File: src/rtl/mp_add_sequencer.sv
// Multi-precision add/subtract sequencer: one WIDTH+1-bit prefix adder reused per word, LSW first.
// Optional build macro MP_ADD_OVERFLOW_EN adds a registered signed-overflow output.

module prefix_tree_adder #(
  parameter int W = 9  // must be >= 2
) (
  input  logic [W-1:0] a,
  input  logic [W-1:0] b,
  input  logic         cin,
  output logic [W-1:0] sum,
  output logic         cout
);

  localparam int LEVELS = $clog2(W);

  logic [W-1:0] h;
  logic [W-1:0] g;
  logic [W-1:0] p;

  // Kogge-Stone in vector form: each level doubles the span of every group (g, p).
  always_comb begin
    // NOTE: every variable written here gets a value before any branch/loop, so no latch is inferred.
    h = a ^ b;
    p = h;
    g = (a & b) | {{(W-1){1'b0}}, h[0] & cin};
    for (int l = 0; l < LEVELS; l++) begin
      g = g | (p & (g << (1 << l)));
      p = p & (p << (1 << l));
    end
  end

  assign sum  = h ^ {g[W-2:0], cin};
  assign cout = g[W-1];

endmodule

module mp_add_sequencer #(
  parameter int WIDTH = 8,
  parameter int WORDS = 4
) (
  input  logic                   clk,
  input  logic                   rst,
  input  logic                   in_valid,
  output logic                   in_ready,
  input  logic [WIDTH*WORDS-1:0] a,
  input  logic [WIDTH*WORDS-1:0] b,
  input  logic                   sub,
  output logic                   out_valid,
  input  logic                   out_ready,
  output logic [WIDTH*WORDS-1:0] sum,
  output logic                   cout,
`ifdef MP_ADD_OVERFLOW_EN
  output logic                   overflow,
`endif
  output logic                   busy
);

  localparam int TOT = WIDTH * WORDS;
  localparam int IW  = (WORDS > 1) ? $clog2(WORDS) : 1;

  localparam logic [1:0] IDLE = 2'd0;
  localparam logic [1:0] RUN  = 2'd1;
  localparam logic [1:0] DONE = 2'd2;

  logic [1:0]       state;
  logic [IW-1:0]    idx;
  logic             carry;
  logic             sub_r;
  logic [TOT-1:0]   a_r;
  logic [TOT-1:0]   b_r;
  logic [TOT-1:0]   sum_r;
  logic             cout_r;

  logic [WIDTH-1:0] word_a;
  logic [WIDTH-1:0] word_b;
  logic             last_word;
  logic [WIDTH:0]   add_x;
  logic [WIDTH:0]   add_y;
  logic [WIDTH:0]   add_res;
  logic             add_cout;
  logic             unused_lsb;

  always_comb begin
    word_a = '0;
    word_b = '0;
    for (int k = 0; k < WORDS; k++) begin
      if (idx == IW'(k)) begin
        word_a = a_r[k*WIDTH +: WIDTH];
        word_b = b_r[k*WIDTH +: WIDTH];
      end
    end
    if (sub_r) word_b = ~word_b;
  end

  assign last_word = (idx == IW'(WORDS - 1));

  // The carry rides in on an extra LSB pair (carry,carry), which generates exactly the carry
  // into bit 1; the adder's own cin stays 0.
  assign add_x = {word_a, carry};
  assign add_y = {word_b, carry};

  prefix_tree_adder #(.W(WIDTH + 1)) u_word_adder (
    .a    (add_x),
    .b    (add_y),
    .cin  (1'b0),
    .sum  (add_res),
    .cout (add_cout)
  );

  assign unused_lsb = add_res[0];

`ifdef MP_ADD_OVERFLOW_EN
  logic ovf_r;
  logic msb_cin;
  // Carry into the MSB recovered from the MSB sum bit and its two operand bits.
  assign msb_cin = add_res[WIDTH] ^ word_a[WIDTH-1] ^ word_b[WIDTH-1];
`endif

  always_ff @(posedge clk or posedge rst) begin
    // NOTE: operand and result registers are reset too, so a discarded op leaves nothing behind.
    if (rst) begin
      state  <= IDLE;
      idx    <= '0;
      carry  <= 1'b0;
      sub_r  <= 1'b0;
      a_r    <= '0;
      b_r    <= '0;
      sum_r  <= '0;
      cout_r <= 1'b0;
`ifdef MP_ADD_OVERFLOW_EN
      ovf_r  <= 1'b0;
`endif
    end else begin
      // NOTE: sequential state uses non-blocking assignments so every register samples pre-edge values.
      case (state)
        IDLE: begin
          if (in_valid) begin
            a_r   <= a;
            b_r   <= b;
            sub_r <= sub;
            carry <= sub;
            idx   <= '0;
            state <= RUN;
          end
        end
        RUN: begin
          for (int k = 0; k < WORDS; k++) begin
            if (idx == IW'(k)) sum_r[k*WIDTH +: WIDTH] <= add_res[WIDTH:1];
          end
          carry <= add_cout;
          if (last_word) begin
            cout_r <= add_cout;
`ifdef MP_ADD_OVERFLOW_EN
            ovf_r  <= msb_cin ^ add_cout;
`endif
            idx    <= '0;
            state  <= DONE;
          end else begin
            idx <= idx + IW'(1);
          end
        end
        DONE: begin
          if (out_ready) state <= IDLE;
        end
        default: state <= IDLE;
      endcase
    end
  end

  assign in_ready  = (state == IDLE);
  assign out_valid = (state == DONE);
  assign busy      = (state == RUN) || (state == DONE);
  assign sum       = sum_r;
  assign cout      = cout_r;
`ifdef MP_ADD_OVERFLOW_EN
  assign overflow  = ovf_r;
`endif

endmodule

File: config.mk
export PLATFORM = sky130hd
export DESIGN_NAME = mp_add_sequencer
export DESIGN_NICKNAME = d
export VERILOG_FILES = /design/src/rtl/mp_add_sequencer.sv
export SDC_FILE = /design/constraint.sdc
export NUM_CORES = 1
export LEC_CHECK = 0
export ABC_CLOCK_PERIOD_IN_PS = 3500
export CORE_ASPECT_RATIO = 1.75
export CORE_MARGIN = 2
export CORE_UTILIZATION = 30
export DETAILED_ROUTE_END_ITERATION = 12
export GPL_TIMING_DRIVEN = 0
export PLACE_DENSITY_LB_ADDON = 0.15
export SLEW_MARGIN = 5
export SYNTH_ARGS = -nofsm -noshare
export SYNTH_HDL_FRONTEND = slang
export SYNTH_SLANG_ARGS = --single-unit
File: constraint.sdc
create_clock -name clk -period 3.5 [get_ports clk]
set_input_delay 0.875 -clock clk [delete_from_list [all_inputs] [get_ports clk]]
set_output_delay 0.875 -clock clk [all_outputs]
set_load 0.02 [all_outputs]
==> summary.md, run 1 <==
| Metric | Value |
|---|---|
| Crit-path cells | ha_1 > clkbuf_2 > a21oi_1 > o21ai_0 > a22oi_1 > xnor2_1 > ha_1 > a211oi_2 > o211ai_1 > and3_1 > o31ai_1 |
| Initial core utilization | a little under a third |
| Setup violators final | 0 |
| Die height | about 180 µm |
| Vias/cell | approximately 4.8 |
| All-Layer GR Usage | 16.4% |
| Core box area | about 17000 µm² |
| Max Cap Violations | 0 |
| Fin Clk Skew | about 0.0063 ns |
| Type of the worst setup path | flip-flop to flip-flop |
| Post-synth top flop | dfrtp_1 |
| Fin cells | roughly 810 |
| Reg-to-Reg End | sum[22] |
| Htree depth | 3 |
| Slowest stage delay, CP | 0.44 ns |
| Startpoint types | flip-flop |
| Synth Warn # | 0 |
| WL/cell | ~17 µm |
| Cts bufs inserted | 9 |
| WHS Path Cells | 2 |
| Synth unique cells | 34 |
| CP top delay family | compound AO/OA/AOI/OAI gates |
| Vias | 3834 |
| Cells after Synth | roughly 460 |
| Fin nets | between 600 and 700 |
| Worst skew pair latency | around 0.35 ns |
| Vias in the first global route | about 4200 |
| Post-synthesis sequential area ratio | between 50 and 60% |
| Max-slew violation count | 0 |
| Post-synth top area cell | dfrtp_1 |
| Fin. Hold Viols | 0 |
| Clock tree buffer depth | 2 |
| Dpl hpwl | 11.3 mm |
| Asr flop ratio synth | 100% |
| Clk root buf | clkbuf_16 |
| Placed insts | 790 |
| R2r startpoint | idx[0] |
| DR pass1 iterations | 4 |
| Worst min-delay path class | flip-flop to flip-flop |
| Fin crit period | around 3.2 ns |
| Outcome | finished, final reports clean |
| Count of input and output buffers | between 100 and 150 |
| Number of diodes | 0 |
| Bufs and invs on worst path | 1 |
| WL final | 14.0 mm |
| Post-synth EDFFs | 0 |
| GRT busiest layer | met2 |
| GRT overflow | 0 |
| First-pass GRT wire length | ~22 mm |
| Post-DP Area | around 6500 µm² |
| Synthesized Nets | 541 |
| Post-CTS Setup Inserts | 0 |
| Ports | around 110 |
| CP most frequent cell | ha_1 |
| GR Util met3 | roughly 3.0% |
| Most frequent cell after synthesis | dfrtp_1 |
| Top cells by area, synth | dfrtp_1, mux2_2, a21oi_1, ha_1, nand2_1 |
| Worst EP arrival | about 3.5 ns |
| Met1 Track Usage GR | between 10% and 20% |
| Die X | 103 µm |
| Area Growth Syn to Fin | 33.4% |
| Data required time of the worst path | about 3.8 ns |
| GR Util met2 | 31.4% |
| Final worst-path cycle share | about 93% |
| Worst Reg-to-Reg Cells | 11 |
| Dpl ws | between 0.02 and 0.025 ns |
| Final setup margin | between 0.2 and 0.3 ns |
| Initial antenna violation count | 0 |
| Initial DRC Count | between 80 and 90 |
| Number of synthesized register bits | between 100 and 150 |
| Antenna-violating nets left | 0 |
| DRC errors left | 0 |
| Critical Path End Type | flip-flop |
| Design area | around 6800 µm² |
| Worst reg-to-reg setup slack | ~0.26 ns |
| Mapped Avg Cell Area | 11.2 µm² |
| CTS tree | done |
| Area share of the largest cell type after synthesis | 50.5% |
| # hold bufs at CTS | 0 |
| Die area | 18100 µm² |
| Critical path's slowest cell | dfrtp_1 |
| Hold slack | between 0.4 and 0.5 ns |
| Std-Cell Rows | 63 |
| Commonest cells in the netlist | dfrtp_1, mux2_2, nand2_1 |
| Crit Path Max Fanout | 10 |
| Max Freq | between 0.3 and 0.4 GHz |
| Routability Congestion | 0.776 |
| Worst-path clk slew | approximately 0.070 ns |
| Rel. slew slack | 62.1% |
| Syn Std Cell Area | 5110 µm² |
| Worst Tran Pin Value | ~0.57 ns |
| WHS Endpoint | sum[17] |
| Hold_sp | sum[17] |
| Layout cells sized above 1 | a little under a quarter |
| CTS sink cnt | between 100 and 150 |
| Largest net degree at the start of global routing | 39 |
==> what timing repair did <==
action,CTS,global route
resized for setup,1,14
pin swaps,0,1
hold endpoints to repair,0,0
endpoints found under the setup margin,1,10
==> flip-flops by register name, summed over array words and instances (netlist names) <==
| register | count |
|---|---|
| cout | 1 |
| carry | 1 |
| state | 2 |
| sum | 32 |
| a_r | 32 |
| sub_r | 1 |
| b_r | 32 |
| idx | 2 |
==> kinds of logic after synthesis <==
logic type,after synthesis,synth area share (%)
adder cells (fa/ha/maj),16,4.07
AO/OA/AOI/OAI,106,12.9
AND/OR/NAND/NOR,90,8.11
buffers and inverters,44,3.80
flip-flops,103,50.5
XOR/XNOR,11,1.89
multiplexers,86,18.8
==> layer usage <==
layer / up-vias / wire length [µm]
met5: - / 0
met2: 86 / 8100
met3: 20 / 547
li1: 1839 / -
met1: 1889 / 5020
met4: 0 / 357
==> stage by stage <==
stage | TNS (ns) | utilization, %
after floorplan | 0 | -
after global placement | 0 | 38.3
after detailed placement | 0 | 38.7
after CTS | 0 | 40.4
after global routing | -0.0000657 | 40.6
final | 0 | 40.6
==> layout by cell type, fill, tap and decap left out, types with 2 or more instances in the layout <==
| cell type | synthesis | layout |
|---|---|---|
| o21ai_1 | 1 | 3 |
| nand2_1 | 46 | 46 |
| nand3_1 | 16 | 16 |
| clkinvlp_4 | 0 | 3 |
| a21o_1 | 3 | 3 |
| a211oi_2 | 2 | 2 |
| o211ai_1 | 2 | 2 |
| a21oi_2 | 1 | 4 |
| clkbuf_16 | 0 | 9 |
| dfrtp_1 | 103 | 103 |
| nor2b_1 | 2 | 2 |
| buf_2 | 17 | 17 |
| inv_1 | 15 | 14 |
| clkdlybuf4s50_1 | 0 | 104 |
| nand2b_1 | 3 | 3 |
| buf_12 | 0 | 3 |
| ha_1 | 15 | 15 |
| clkbuf_2 | 0 | 4 |
| buf_4 | 2 | 2 |
| inv_6 | 0 | 2 |
| mux2_2 | 78 | 78 |
| o21bai_2 | 2 | 2 |
| a21oi_1 | 40 | 37 |
| xnor2_1 | 11 | 11 |
| a211o_1 | 8 | 8 |
| o31ai_1 | 9 | 9 |
| nor2_1 | 12 | 12 |
| mux2i_1 | 8 | 8 |
| clkbuf_1 | 9 | 5 |
| a22oi_1 | 8 | 8 |
| nand3b_1 | 8 | 8 |
| o21ai_0 | 27 | 24 |
==> how the worst max path moves through the flow <==
stage	end	depth (start not counted)	startpoint	slack, ns
after floorplan	sum[14]	13	idx[0]	0.78
after global placement	cout	12	idx[1]	0.07
after detailed placement	cout	12	idx[1]	0.02
after CTS	cout	14	idx[0]	0.02
after global routing	sum[15]	13	idx[0]	-0.00007
final	sum[22]	11	idx[0]	0.26
==> tightest hold or removal path: cells and delay by family (launching register included) <==
| kind | cells | cell delay, ns |
|---|---|---|
| DFF | 1 | 0.35 |
| and+or+nand+nor | 1 | 0.04 |
| AOI/OAI and AO/OA | 1 | 0.06 |
==> layout make-up <==
cell class	count	area [µm²]
fill	1660	9980
multi-input combinational	309	2360
clock buffer	10	239
timing repair buffer	107	1100
sequential	103	2580
clock inverter	6	52.6
tap	227	284
inverter	15	60.1
buffer	29	143
Power of run 1 is left out: the tool's default activity adds up to more than one toggle a clock period on the data nets, which glitch-free logic cannot reach.
==> run 2: changes to the inputs <==
--- a/config.mk
+++ b/config.mk
@@ -9,6 +9,7 @@
 export CORE_ASPECT_RATIO = 1.75
 export CORE_MARGIN = 2
 export CORE_UTILIZATION = 30
+export CTS_CLUSTER_SIZE = 10
 export DETAILED_ROUTE_END_ITERATION = 12
 export GPL_TIMING_DRIVEN = 0
 export PLACE_DENSITY_LB_ADDON = 0.15
==> results of run 2 <==
Final layout, timing and power as in run 1 (identical DEF).
Power of run 2 is left out for the same reason.
==> run 3: changes to the inputs <==
--- a/config.mk
+++ b/config.mk
@@ -5,10 +5,10 @@
 export SDC_FILE = /design/constraint.sdc
 export NUM_CORES = 1
 export LEC_CHECK = 0
-export ABC_CLOCK_PERIOD_IN_PS = 3500
+export ABC_CLOCK_PERIOD_IN_PS = 4200
 export CORE_ASPECT_RATIO = 1.75
 export CORE_MARGIN = 2
-export CORE_UTILIZATION = 30
+export CORE_UTILIZATION = 29
 export CTS_CLUSTER_SIZE = 10
 export DETAILED_ROUTE_END_ITERATION = 12
 export GPL_TIMING_DRIVEN = 0
==> constraint.sdc (replaced) <==
create_clock -name clk -period 4.2 [get_ports clk]
set_input_delay 1.05 -clock clk [delete_from_list [all_inputs] [get_ports clk]]
set_output_delay 1.05 -clock clk [all_outputs]
set_load 0.02 [all_outputs]
==> run 3 against run 2 <==
Clock skew hardly changed. Core utilization is 1.7 points lower. Highest routed layer unchanged. Register-to-register slack better by 0.24 ns. Fmax is 13% lower. Clock-buffer cell count is 1 higher. Cell count is 0.25% higher. Hold slack worse by 0.0051 ns. Worst setup slack better by 0.24 ns. Die area is 3.3% higher.
==> summary.md, run 3 (synthesized netlist as in run 1, its figures left out) <==
| Metric | Value |
|---|---|
| Die height | approximately 180 µm |
| Dpl ws | ~0.42 ns |
| Dpl hpwl | 10.9 mm |
| Fin Clk Skew | 0.00632 ns |
| Final setup margin | 0.491 ns |
| Worst EP arrival | 3.92 ns |
| DRC errors left | 0 |
| Core box area | 17400 µm² |
| Clock tree buffer depth | 2 |
| CP endpoint | cout |
| Met2 wire length | 7.91 mm |
| Vias in the first global route | 4018 |
| Count of input and output buffers | around 100 |
| Htree depth | 3 |
| Fill count | 1790 |
| Die area | approximately 19000 µm² |
| RSZ-0062 raised after global routing | false |
| Largest net degree at the start of global routing | 55 |
| CTS sink cnt | ~100 |
| Fin crit period | between 3 and 4 ns |
| Design area | 6770 µm² |
| First-pass GRT wire length | ~22 mm |
| Fin cells | just over 800 |
| Startpoint types | flip-flop |
| Initial DRC Count | ~140 |
| All-Layer GR Usage | between 15 and 20% |
| Max-slew violation count | 0 |
| Max Cap Violations | 0 |
| Outcome | finished, final reports clean |
| Highest metal used | met4 |
| Worst Tran Pin Value | approximately 0.7 ns |
| Worst reg-to-reg setup slack | around 0.49 ns |
| Rel. slew slack | ~53% |
| CTS resizes | 0 |
| Placed insts | around 790 |
| Fin. Hold Viols | 0 |
| Met3 wire length | about 420 µm |
| Post-DP Area | 6470 µm² |
| DR pass1 iterations | 5 |
| Worst min-delay path class | flip-flop to flip-flop |
| Data required time of the worst path | ~4.4 ns |
| Vias | approximately 3800 |
| Commonest non-fill, non-tap cell in the layout | clkdlybuf4s50_1 |
| Die X | roughly 100 µm |
| Initial antenna violation count | 0 |
| Fin nets | between 600 and 700 |
| Reg-to-Reg End | cout |
| Critical Path End Type | flip-flop |
| Most frequent cells in the layout | clkdlybuf4s50_1, dfrtp_1, mux2_2, nand2_1, a21oi_1 |
| CTS tree | done |
| Clk root buf | clkbuf_16 |
| Hold slack | 0.477 ns |
| Layout cells sized above 1 | slightly above 20% |
| Type of the worst setup path | flip-flop to flip-flop |
| Worst Reg-to-Reg Cells | 12 |
| Worst skew pair latency | between 0.3 and 0.4 ns |
| Antenna-violating nets left | 0 |
| Post-CTS Setup Inserts | 0 |
| Number of diodes | 0 |
| Setup violators final | 0 |
| R2r startpoint | idx[1] |
| Max Freq | 0.270 GHz |
| Std-Cell Rows | 64 |
| Area Growth Syn to Fin | 32.5% |
| Cts bufs inserted | 9 |
| Initial core utilization | slightly below 30% |
| Routability Congestion | roughly 0.80 |
| Slowest stage delay, CP | ~0.51 ns |
| Worst Setup SP | idx[1] |
| GRT overflow | 0 |
| Final worst-path cycle share | about nine tenths |
| Worst-path clk slew | roughly 0.070 ns |
| WL final | approximately 14 mm |
| DRT met1 WL | ~5 mm |
| Ports | about 110 |
| Vias/cell | about 4.7 |
| Crit-path cells | inv_1 > ha_1 > clkbuf_1 > nand2_1 > a21oi_1 > a21oi_1 > o21ai_0 > ha_1 > a211oi_2 > o211ai_1 > a41oi_1 > o21ai_0 |
| Critical path's slowest cell | o21ai_0 |
| # hold bufs at CTS | 0 |
| WL/cell | 16.9 µm |
| Crit Path Max Fanout | 10 |
-- run 3: cell types whose count changed in the layout (fill, tap and decap cells not counted), sizes merged --
cell / change
buf: -2
clkinvlp: -2
inv: -1
clkinv: +1
bufinv: +1
clkbuf: +1
-- run 3: worst max-delay path: cells and delay by family, from the launching register on --
family          cells  cell delay, ns
compound gates      7            1.86
fa+ha+maj           2            0.67
buf+inv             2            0.52
flops               1            0.41
simple gates        1            0.11
-- run 3: metal layers --
layer / vias to the layer above / track usage (%)
met5: - / 0
met4: 0 / 5.41
met3: 13 / 2.39
met2: 80 / 29.3
met1: 1875 / 15.8
li1: 1836 / -
-- run 3: area by class of cell --
class	count	area [µm²]	area share (%)
inverter	15	58.8	0.869
buffer	29	138	2.03
clock inverter	5	56.3	0.832
timing repair buffer	105	1070	15.8
tap	231	289	4.27
multi-input combinational	309	2330	34.5
clock buffer	11	243	3.59
sequential	103	2580	38.1
-- run 3: worst min-delay path by stage --
| stage | slack (ns) | depth (start not counted) | to | from |
|---|---|---|---|---|
| 6_report | 0.48 | 2 | sum[31] | sum[31] |
| 5_1_grt | 0.51 | 2 | sum[9] | sum[9] |
| 4_1_cts | 0.48 | 2 | sum[31] | sum[31] |
| 3_5_place_dp | 0.47 | 2 | sum[31] | sum[31] |
| 3_3_place_gp | 0.47 | 2 | sum[9] | sum[9] |
| 2_1_floorplan | 0.48 | 1 | a_r[10] | a_r[10] |
-- run 3: through the flow --
step / util [%] / TNS, ns
floorplan: - / 0
global placement: 37.0 / -118.68
detailed placement: 37.2 / 0
CTS: 38.9 / 0
global route: 38.9 / 0
finish: 38.9 / 0
Power of run 3 is left out for the same reason.
==> RTL edit: new RTL, settings of run 3 <==
Change the parameter `WORDS` from 4 to 8.
--- a/src/rtl/mp_add_sequencer.sv
+++ b/src/rtl/mp_add_sequencer.sv
@@ -36,7 +36,7 @@
 
 module mp_add_sequencer #(
   parameter int WIDTH = 8,
-  parameter int WORDS = 4
+  parameter int WORDS = 8
 ) (
   input  logic                   clk,
   input  logic                   rst,
Interface: changed (resized a, b and sum); port bits go from 105 to 201. No check against the original RTL was run, so the function may have changed too.
==> RTL edit against run 3 <==
- cell area rose by 88%
- core utilization rose by 0.71 points
- hold slack barely moved
- routed wire length rose by 110%
- sequential cell count rose by 97
- area after synthesis rose by 83%
- worst setup slack got worse by 0.23 ns
- synthesized cell count rose by 80%
Power is left out: the tool's default activity adds up to more than one toggle a clock period on the data nets, which glitch-free logic cannot reach.
==> RTL edit: results (changes against run 3) <==
| Metric | Value |
|---|---|
| Routed wl met2 | 16600 um (+110%) |
| Pre-CTS setup slack | -0.621 ns (-1.04 ns) |
| Iteration-0 DRC Markers | 252 (+77%) |
| Resized Gates After CTS | 14 (+14) |
| Multi-input gate area | 4100 um^2 (+76%) |
| Status | completed |
| R2R depth | 16 (+4) |
| Reg-to-reg endpoint | sum[23]$_DFFE_PP0P_ |
| Largest stage delay, worst path | 0.48 ns (-0.03 ns) |
| Placed Area | 12000 um^2 (+85%) |
| H-tree depth | 4 (+1) |
| Clock skew | 0.0111 ns (+0.00481 ns) |
| Clock Latency Late Sink | 0.46 ns (+0.11 ns) |
| Dpl hpwl | 22900 um (+110%) |
| Post-CTS Setup Inserts | 1 (+1) |
| Drt total wl | 28800 um (+110%) |
| Relative slew slack | 45.8% (-7.3 points) |
| Tap cells | 400 (+73%) |
| Fillers | 3183 (+78%) |
| First-pass GRT wire length | 44200 um (+100%) |
| CP arrival | 4.27 ns (+0.35 ns) |
| Multi-input gates | 557 (+80%) |
| Top post-synthesis cells by area | dfrtp_1, mux2_2, nand2_1 |
| Layout Cells excl Fill | 1459 (+81%) |
| CTS buffer count | 17 (+8) |
| Number of non-clock buffers | 256 (+91%) |
| Total Nets Final | 1197 (+82%) |
| Adder-cell share of the synthesized area | 2.48% (-1.6 points) |
| Hold Path Sink | sum[2]$_DFFE_PP0P_ |
| Min-delay src | sum[2]$_DFFE_PP0P_ |
| Multi-input gate share of total cell area | 32.3% (-2.2 points) |
| M3 GR Usage | 2.63% (+0.24 points) |
| Met3 WL | 778 um (+84%) |
| Proportion of layout cells with a drive suffix above 1 | 22.2% (+1.4 points) |
| TritonCTS Sinks | 200 (+94%) |
| NonClk Buf Share | 19.3% (+1.5 points) |
| Number of global-route vias before repair | 7285 (+81%) |
| DR vias | 6973 (+83%) |
| FF+latch area | 5000 um^2 (+94%) |
| ClkCell Share | 4.54% (+0.12 points) |
| Clock buf count | 20 (+9) |
| Post-synthesis mux area share | 17.3% (-1.4 points) |
| Synth top cells by count | dfrtp_1, mux2_2, nand2_1 |
| M1 GR Usage | 18.7% (+2.9 points) |
| M2 GR Usage | 33.8% (+4.5 points) |
| Register area share after synthesis | 53.4% (+2.9 points) |
| Invs w/o clock | 14 (-1) |
| Netlist cell types | 54 (+59%) |
| Complex-gate fraction of the synthesized area | 13.1% (+0.20 points) |
| Delay-heaviest family, CP | compound AO/OA/AOI/OAI gates |
## RTL edit: changes by cell type after synthesis, sizes merged, moves of 22 or more
cell | run 3 | this run
o21ai | 28 | 77
dfrtp | 103 | 200
a221oi | 0 | 22
nor2 | 12 | 52
o211ai | 2 | 26
nand2 | 46 | 108
mux2 | 78 | 138
## RTL edit: worst max path at each step
| stage | startpoint | end | slack, ns | cells past startpoint |
|---|---|---|---|---|
| global route | idx[2]$_DFFE_PP0P_ | sum[15]$_DFFE_PP0P_ | -0.004 | 17 |
| global placement | rst | a_r[26]$_DFFE_PP0P_ | -1.25 | 2 |
| CTS | idx[0]$_DFFE_PP0P_ | sum[39]$_DFFE_PP0P_ | 0.02 | 16 |
| finish | idx[2]$_DFFE_PP0P_ | sum[23]$_DFFE_PP0P_ | 0.26 | 16 |
| detailed placement | idx[2]$_DFFE_PP0P_ | sum[62]$_DFFE_PP0P_ | -0.62 | 16 |
| floorplan | rst | a_r[0]$_DFFE_PP0P_ | 0.56 | 1 |
